**config.mk**
```make
export PLATFORM = sky130hd
export DESIGN_NAME = truth_table_driver
export DESIGN_NICKNAME = d
export VERILOG_FILES = /design/src/rtl/truth_table_driver.sv
export SDC_FILE = /design/constraint.sdc
export NUM_CORES = 1
export LEC_CHECK = 0
export CAP_MARGIN = 20
export CORE_ASPECT_RATIO = 2
export CORE_UTILIZATION = 45
export CTS_BUF_LIST = sky130_fd_sc_hd__clkbuf_16
export DETAILED_ROUTE_END_ITERATION = 12
export PLACE_DENSITY = 0.68
export SETUP_SLACK_MARGIN = 0.2
export SYNTH_ARGS = -nofsm -noshare
export SYNTH_HDL_FRONTEND = slang
export SYNTH_SLANG_ARGS = --single-unit
```
**constraint.sdc**
```tcl
create_clock -name CLOCK_50 -period 4.49 [get_ports CLOCK_50]
set_input_delay 0.898 -clock CLOCK_50 [delete_from_list [all_inputs] [get_ports CLOCK_50]]
set_output_delay 0.898 -clock CLOCK_50 [all_outputs]
set_load 0.02 [all_outputs]
```
**src/rtl/truth_table_driver.sv**
```systemverilog
`default_nettype none
// ============================================================================
// Module   : truth_table_driver
// Brief    : Sweeps all 16 switch patterns into a combinational AND/OR DUT,
//            captures its 1-bit result per pattern and grades it against
//            (p[0]&p[1]) | (p[2]&p[3]). Optional macro STOP_ON_MISMATCH_EN
//            halts the sweep on the first failing pattern.
// Revision : 1.0 - initial release
// ============================================================================
module truth_table_driver #(
  parameter int HOLD_CYCLES = 4,
  parameter int PAT_W       = 4
) (
  input  logic                    CLOCK_50,
  input  logic                    reset,
  input  logic                    start,
  output logic [PAT_W-1:0]        tt_in,
  input  logic                    dut_out,
  output logic [(1<<PAT_W)-1:0]   table_q,
  output logic                    busy,
  output logic                    done,
  output logic                    mismatch,
  output logic [PAT_W:0]          err_count
);

  localparam logic [1:0] c_idle   = 2'd0;
  localparam logic [1:0] c_drive  = 2'd1;
  localparam logic [1:0] c_sample = 2'd2;
  localparam logic [1:0] c_done   = 2'd3;

  localparam logic [15:0] c_golden    = 16'hF888;
  localparam logic [7:0]  c_hold_last = 8'(HOLD_CYCLES - 1);

  logic [1:0]              r_state;
  logic [7:0]              r_hold;
  logic [PAT_W-1:0]        r_pat;
  logic [PAT_W-1:0]        r_tt;
  logic [(1<<PAT_W)-1:0]   r_table;
  logic                    r_busy;
  logic                    r_done;
  logic                    r_mismatch;
  logic [PAT_W:0]          r_err;

  logic                    w_golden;
  logic                    w_miss;
  logic                    w_last;
  logic                    w_halt;

  assign w_golden = c_golden[r_pat];
  assign w_miss   = (dut_out != w_golden);
  assign w_last   = (r_pat == '1);

`ifdef STOP_ON_MISMATCH_EN
  // Freeze on the first bad capture so the board shows the offending pattern.
  assign w_halt = w_last | w_miss;
`else
  assign w_halt = w_last;
`endif

  always_ff @(posedge CLOCK_50) begin
    if (reset) begin
      r_state    <= c_idle;
      r_hold     <= '0;
      r_pat      <= '0;
      r_tt       <= '0;
      r_table    <= '0;
      r_busy     <= 1'b0;
      r_done     <= 1'b0;
      r_mismatch <= 1'b0;
      r_err      <= '0;
    end else begin
      case (r_state)
        c_idle, c_done: begin
          if (r_state == c_idle) begin
            r_tt <= '0;
          end
          if (start) begin
            r_state    <= c_drive;
            r_hold     <= '0;
            r_pat      <= '0;
            r_tt       <= '0;
            r_table    <= '0;
            r_busy     <= 1'b1;
            r_done     <= 1'b0;
            r_mismatch <= 1'b0;
            r_err      <= '0;
          end
        end

        c_drive: begin
          r_tt   <= r_pat;
          r_hold <= r_hold + 8'd1;
          if (r_hold == c_hold_last) begin
            r_state <= c_sample;
          end
        end

        c_sample: begin
          r_table[r_pat] <= dut_out;
          if (w_miss) begin
            r_mismatch <= 1'b1;
            r_err      <= r_err + (PAT_W+1)'(1);
          end
          if (w_halt) begin
            r_state <= c_done;
            r_busy  <= 1'b0;
            r_done  <= 1'b1;
          end else begin
            r_state <= c_drive;
            r_pat   <= r_pat + PAT_W'(1);
            r_tt    <= r_pat + PAT_W'(1);
            r_hold  <= '0;
          end
        end

        default: begin
          r_state <= c_idle;
          r_busy  <= 1'b0;
          r_done  <= 1'b0;
        end
      endcase
    end
  end

  assign tt_in     = r_tt;
  assign table_q   = r_table;
  assign busy      = r_busy;
  assign done      = r_done;
  assign mismatch  = r_mismatch;
  assign err_count = r_err;

endmodule
`default_nettype wire
```
# Word-level counts from Yosys, hierarchy flattened

Memory sizes are Yosys's and may differ from the RTL's. A register that Yosys moved wholly into a read port is not among the register bits.
Index checks and enable logic that the tools add are counted.

Flip-flop bits (word level): 42
Memory bits (read-only): 16
Input port bits: 4
Output and inout bits: 28
Logic and storage cells: 70
Memories kept: 1

Memory list:

| memory           | words | width | read ports | clocked after memory_dff | write ports | RTL line | source |
|---|---|---|---|---|---|---|---|
| (name not given) | 16    | 1     | 1          | 1                        | 0           | 49       | `assign w_golden = c_golden[r_pat];` |

$add $sub $neg: 3
$lt $le $gt $ge: 2
Equality and inequality tests: 12
Mux-type cells: 32
Reductions and logical operators: 11

Operators by type and width:

| cell                | count |
|---|---|
| $pmux 16 s2         | 1 |
| $mux 4              | 6 |
| $pmux 8 s3          | 1 |
| $bwmux 16           | 1 |
| $mux 16             | 1 |
| $mux 8              | 2 |
| $pmux 4 s3          | 1 |
| $mux 5              | 2 |
| $ne 2x2->1 const B  | 5 |
| $pmux 5 s2          | 1 |
| $reduce_and 3->1    | 3 |
| $add 8x1->8 const B | 1 |
| $eq 8x2->1 const B  | 1 |
| $pmux 4 s2          | 1 |
| $reduce_and 2->1    | 4 |
| $mux 1              | 7 |
| $mux 2              | 3 |
| $pmux 1 s2          | 3 |
| $pmux 2 s3          | 1 |
| $add 5x1->5 const B | 1 |
| $lt 4x5->1 const B  | 1 |
| $add 4x1->4 const B | 1 |
| $demux 1 s4         | 1 |
| $eq 2x2->1 const B  | 2 |
| other kinds (9)     | 9 |

# Depth between registers and ports, before layout

Depth in word-level cells: 6
Depth in mapped cells: 9
Mapped depth without buffers: 6

# Worst setup path after synthesis

Ideal clock, no wire load.

Path kind: in2reg
Start point: input start
End point: register r_table[8] (netlist: table_q[8])
Library setup time: 132 ps
Arrival: 1794 ps
Data required time: 4358 ps
Setup slack: 2564 ps
Stages: 7
Path buffers: 3
Cells stage by stage: or2_1 buf_4 and3_1 buf_6 buf_8 nand3_1 a21oi_1

Word-level cells in the longest chain between the ends: 2

Ends and longest elaborated chain:

| what                              | RTL line | source |
|---|---|---|
| from (decl)                       | 16       | `input logic start,` |
| $ne 2x2->1 (no source line)       | --       |  |
| $reduce_and 2->1 (no source line) | --       |  |
| to (signal, indexed assignment)   | 99       | `r_table[r_pat] <= dut_out;` |
| to (decl)                         | 38       | `logic [(1<<PAT_W)-1:0] r_table;` |

No other way between the ends.
A chain may end at the register's enable or synchronous reset.

# Worst setup path in the final report

Start point: input start
End point: register r_table[3] (netlist: table_q[3])

The elaborated chain is that of the path after synthesis.

==> results.md <==
* Status: finished, final reports clean
* DR vias at 1950
* RSZ-0062 raised after global routing: no
* EDFF count, synth at 0
* Top FF cell, synth: dfxtp_1
* Congestion Overflow GR at 0
* Die area at 5210 sq um
* WS Path Type: primary input to flop
* Achievable frequency at 417 MHz
* Routed Antenna Nets at 0
* Critical Path RT at 4.71 ns
* Num CTS Buffers at 5
* Final Setup Violations at 0
* Worst Hold Class: flop to flop
* Synthesized net count at 286
* Core Footprint at 4640 sq um
* Hold Fails Final Rpt at 0
* WHS at 0.451 ns
* Commonest cells after routing, fill and taps aside: 43 x dfxtp_1, 42 x a21oi_1, 31 x clkdlybuf4s50_1, 30 x nand3_1, 24 x o21ai_0
* Leak at 0.000868 uW
* CP Buf/Inv Count at 1
* Post-route setup slack at 2.09 ns
* Crit. End Element: flop
* Mapped Cells at 272
* Area Growth Syn to Fin at 18.1%
* Distinct cells, synth at 46
* Die W at 51.6 um
* GP Congestion at 0.857
* Sequential cell area fraction in the yosys report at 38.9%
* DRC viols at 0
* Synthesized area at 2210 sq um
* Peak VDD IR at 289 uV
* Setup crit start kind: primary input
* Crit-path max cell delay at 0.62 ns
* Vias per cell at 5.65
* FF+latch count, synth at 43
* Crit-path cells: clkdlybuf4s50_1 -> or2_1 -> and3_1 -> nand3_1 -> a21oi_1
* Initial Utilization at 47.6%
* Place WS at 1.80 ns
* Slew at the pin closest to its max-slew limit at 0.659 ns
* Syn_area_per_cell at 8.13 sq um
* # IOs at 32
* Post-CTS setup repair buffer count at 0
* Initial antenna violation count at 0
* Layout cells sized above 1 at 4.83%
* Slew Viols, Final at 0
* CP max FO at 15
* Number of global-route vias before repair at 1881
* Relative slew slack at 55.9%
* Max-cap viol count at 0
* Async SR Flop Fraction at 0%
* Clk_skew at 0.00212 ns
* Nets at 303
* Total GRT Usage at 21.9%
* Largest net degree at the start of global routing at 21
* WL/cell at 14.9 um
* First-pass GRT wire length at 8.68 mm
* CTS Sinks at 43
* Post-DP HPWL at 3.70 mm
* # resized after CTS at 0
* Post-Route Setup TNS at 0 ns
* Final worst-path cycle share at 53.5%
* Total Wirelength at 5.15 mm
* H-tree depth at 2
* Worst-Skew Late Latency at 0.28 ns
* Commonest non-fill, non-tap cell in the layout: dfxtp_1
* Slowest cell on the critical path: clkdlybuf4s50_1
* Tmin final at 2.40 ns
* Data arrival time of the critical path at 2.62 ns
* Bufs on Longest Clock Path at 2
* Worst-path clk slew at 0.06 ns
* Port Buffers at 31
* FP Rows at 35
* # diodes at 0
* DIE HEIGHT at 101 um
* First drt pass iteration count at 6
* PD cells at 337 nW/um^2
* Initial detailed-routing violation count at 49
* CTS tree: built
* Yosys warnings at 0
* Root buffer cell: clkbuf_16
* Critical path's top delay family: simple AND/OR/NAND/NOR gates
* Hold-fix buffers, CTS at 0
path summary, 6_finish.rpt:
kind                   start  slack, ns  cells after the start         end
setup / recovery       start       2.09                      5  table_q[3]
hold / removal      tt_in[2]       0.45                      2    tt_in[2]
setup reg to reg  r_state[0]       2.21                      6    tt_in[3]
hold reg to reg     tt_in[2]       0.45                      2    tt_in[2]
worst register-to-register path, delay by kind of cell (launching register included):
family                     cells  cell delay [ns]
DFF                            1             0.34
buffers and inverters          2             0.73
adders and majority gates      1             0.56
and+or+nand+nor                1             0.12
AOI/OAI and AO/OA              2             0.45
layer usage:
layer | global-route usage (%) | wire length, um
met5 | 0 | 0
met1 | 23.1 | 2000
met4 | 9.15 | 102
met2 | 41.0 | 2900
met3 | 3.47 | 148
layout make-up:
cell class              count  area (sq um)
well taps                  55          68.8
multi-input cells         199          1190
flip-flops and latches     43           861
clock buffers               5           125
clock inverters             3          12.5
fillers                   447          2030
inverters                   7          26.3
repair buffers             33           325
sequential cells by signal, indices dropped and copies added, names as in the netlist:
| name | cells |
|---|---|
| done | 1 |
| table_q | 16 |
| tt_in | 4 |
| mismatch | 1 |
| r_state | 2 |
| w_golden | 1 |
| r_pat | 4 |
| busy | 1 |
| r_hold | 8 |
| err_count | 5 |
metrics by stage:
stage	std cells	instance area (sq um)	total power [uW]	utilization, %
final	345	2610	880	56.3
after global routing	345	2610	924	56.3
after CTS	345	2610	888	56.3
after detailed placement	337	2470	548	53.3
after global placement	337	2470	547	53.3
after floorplan	272	2210	519	-
report_power, final:
group | switching (uW) | internal, uW
clock | 140 | 201
sequential | 8.86 | 391
combinational | 92.1 | 46.9
cell usage after synthesis (all sizes together), types with 2 or more instances:
| cell type | n | area share (%) |
|---|---|---|
| a31oi | 4 | 1.1 |
| a311oi | 2 | 0.79 |
| a21oi | 42 | 9.5 |
| a22o | 2 | 0.79 |
| nand2 | 15 | 2.5 |
| nand3 | 30 | 6.8 |
| and3 | 2 | 0.57 |
| a21boi | 2 | 0.68 |
| nand4 | 5 | 1.4 |
| mux2i | 2 | 0.91 |
| nor2b | 5 | 1.4 |
| and2 | 2 | 0.57 |
| o21ai | 25 | 5.8 |
| a21o | 2 | 0.68 |
| ha | 10 | 5.7 |
| nor3 | 7 | 1.6 |
| inv | 6 | 1.0 |
| buf | 15 | 4.6 |
| or3 | 2 | 0.57 |
| dfxtp | 43 | 39 |
| xnor2 | 7 | 2.8 |
| xor2 | 2 | 0.79 |
| nor2 | 16 | 2.8 |
| clkbuf | 8 | 1.4 |
| or2 | 2 | 0.57 |
cell families after synthesis:
group | after synthesis | share of synthesized area, %
xor+xnor | 9 | 3.57
mux | 3 | 1.41
simple gates | 92 | 21.6
buf+inv | 30 | 7.13
flops | 43 | 38.9
compound gates | 85 | 21.7
fa+ha+maj | 10 | 5.66
Power figures use the tool's default switching activity.
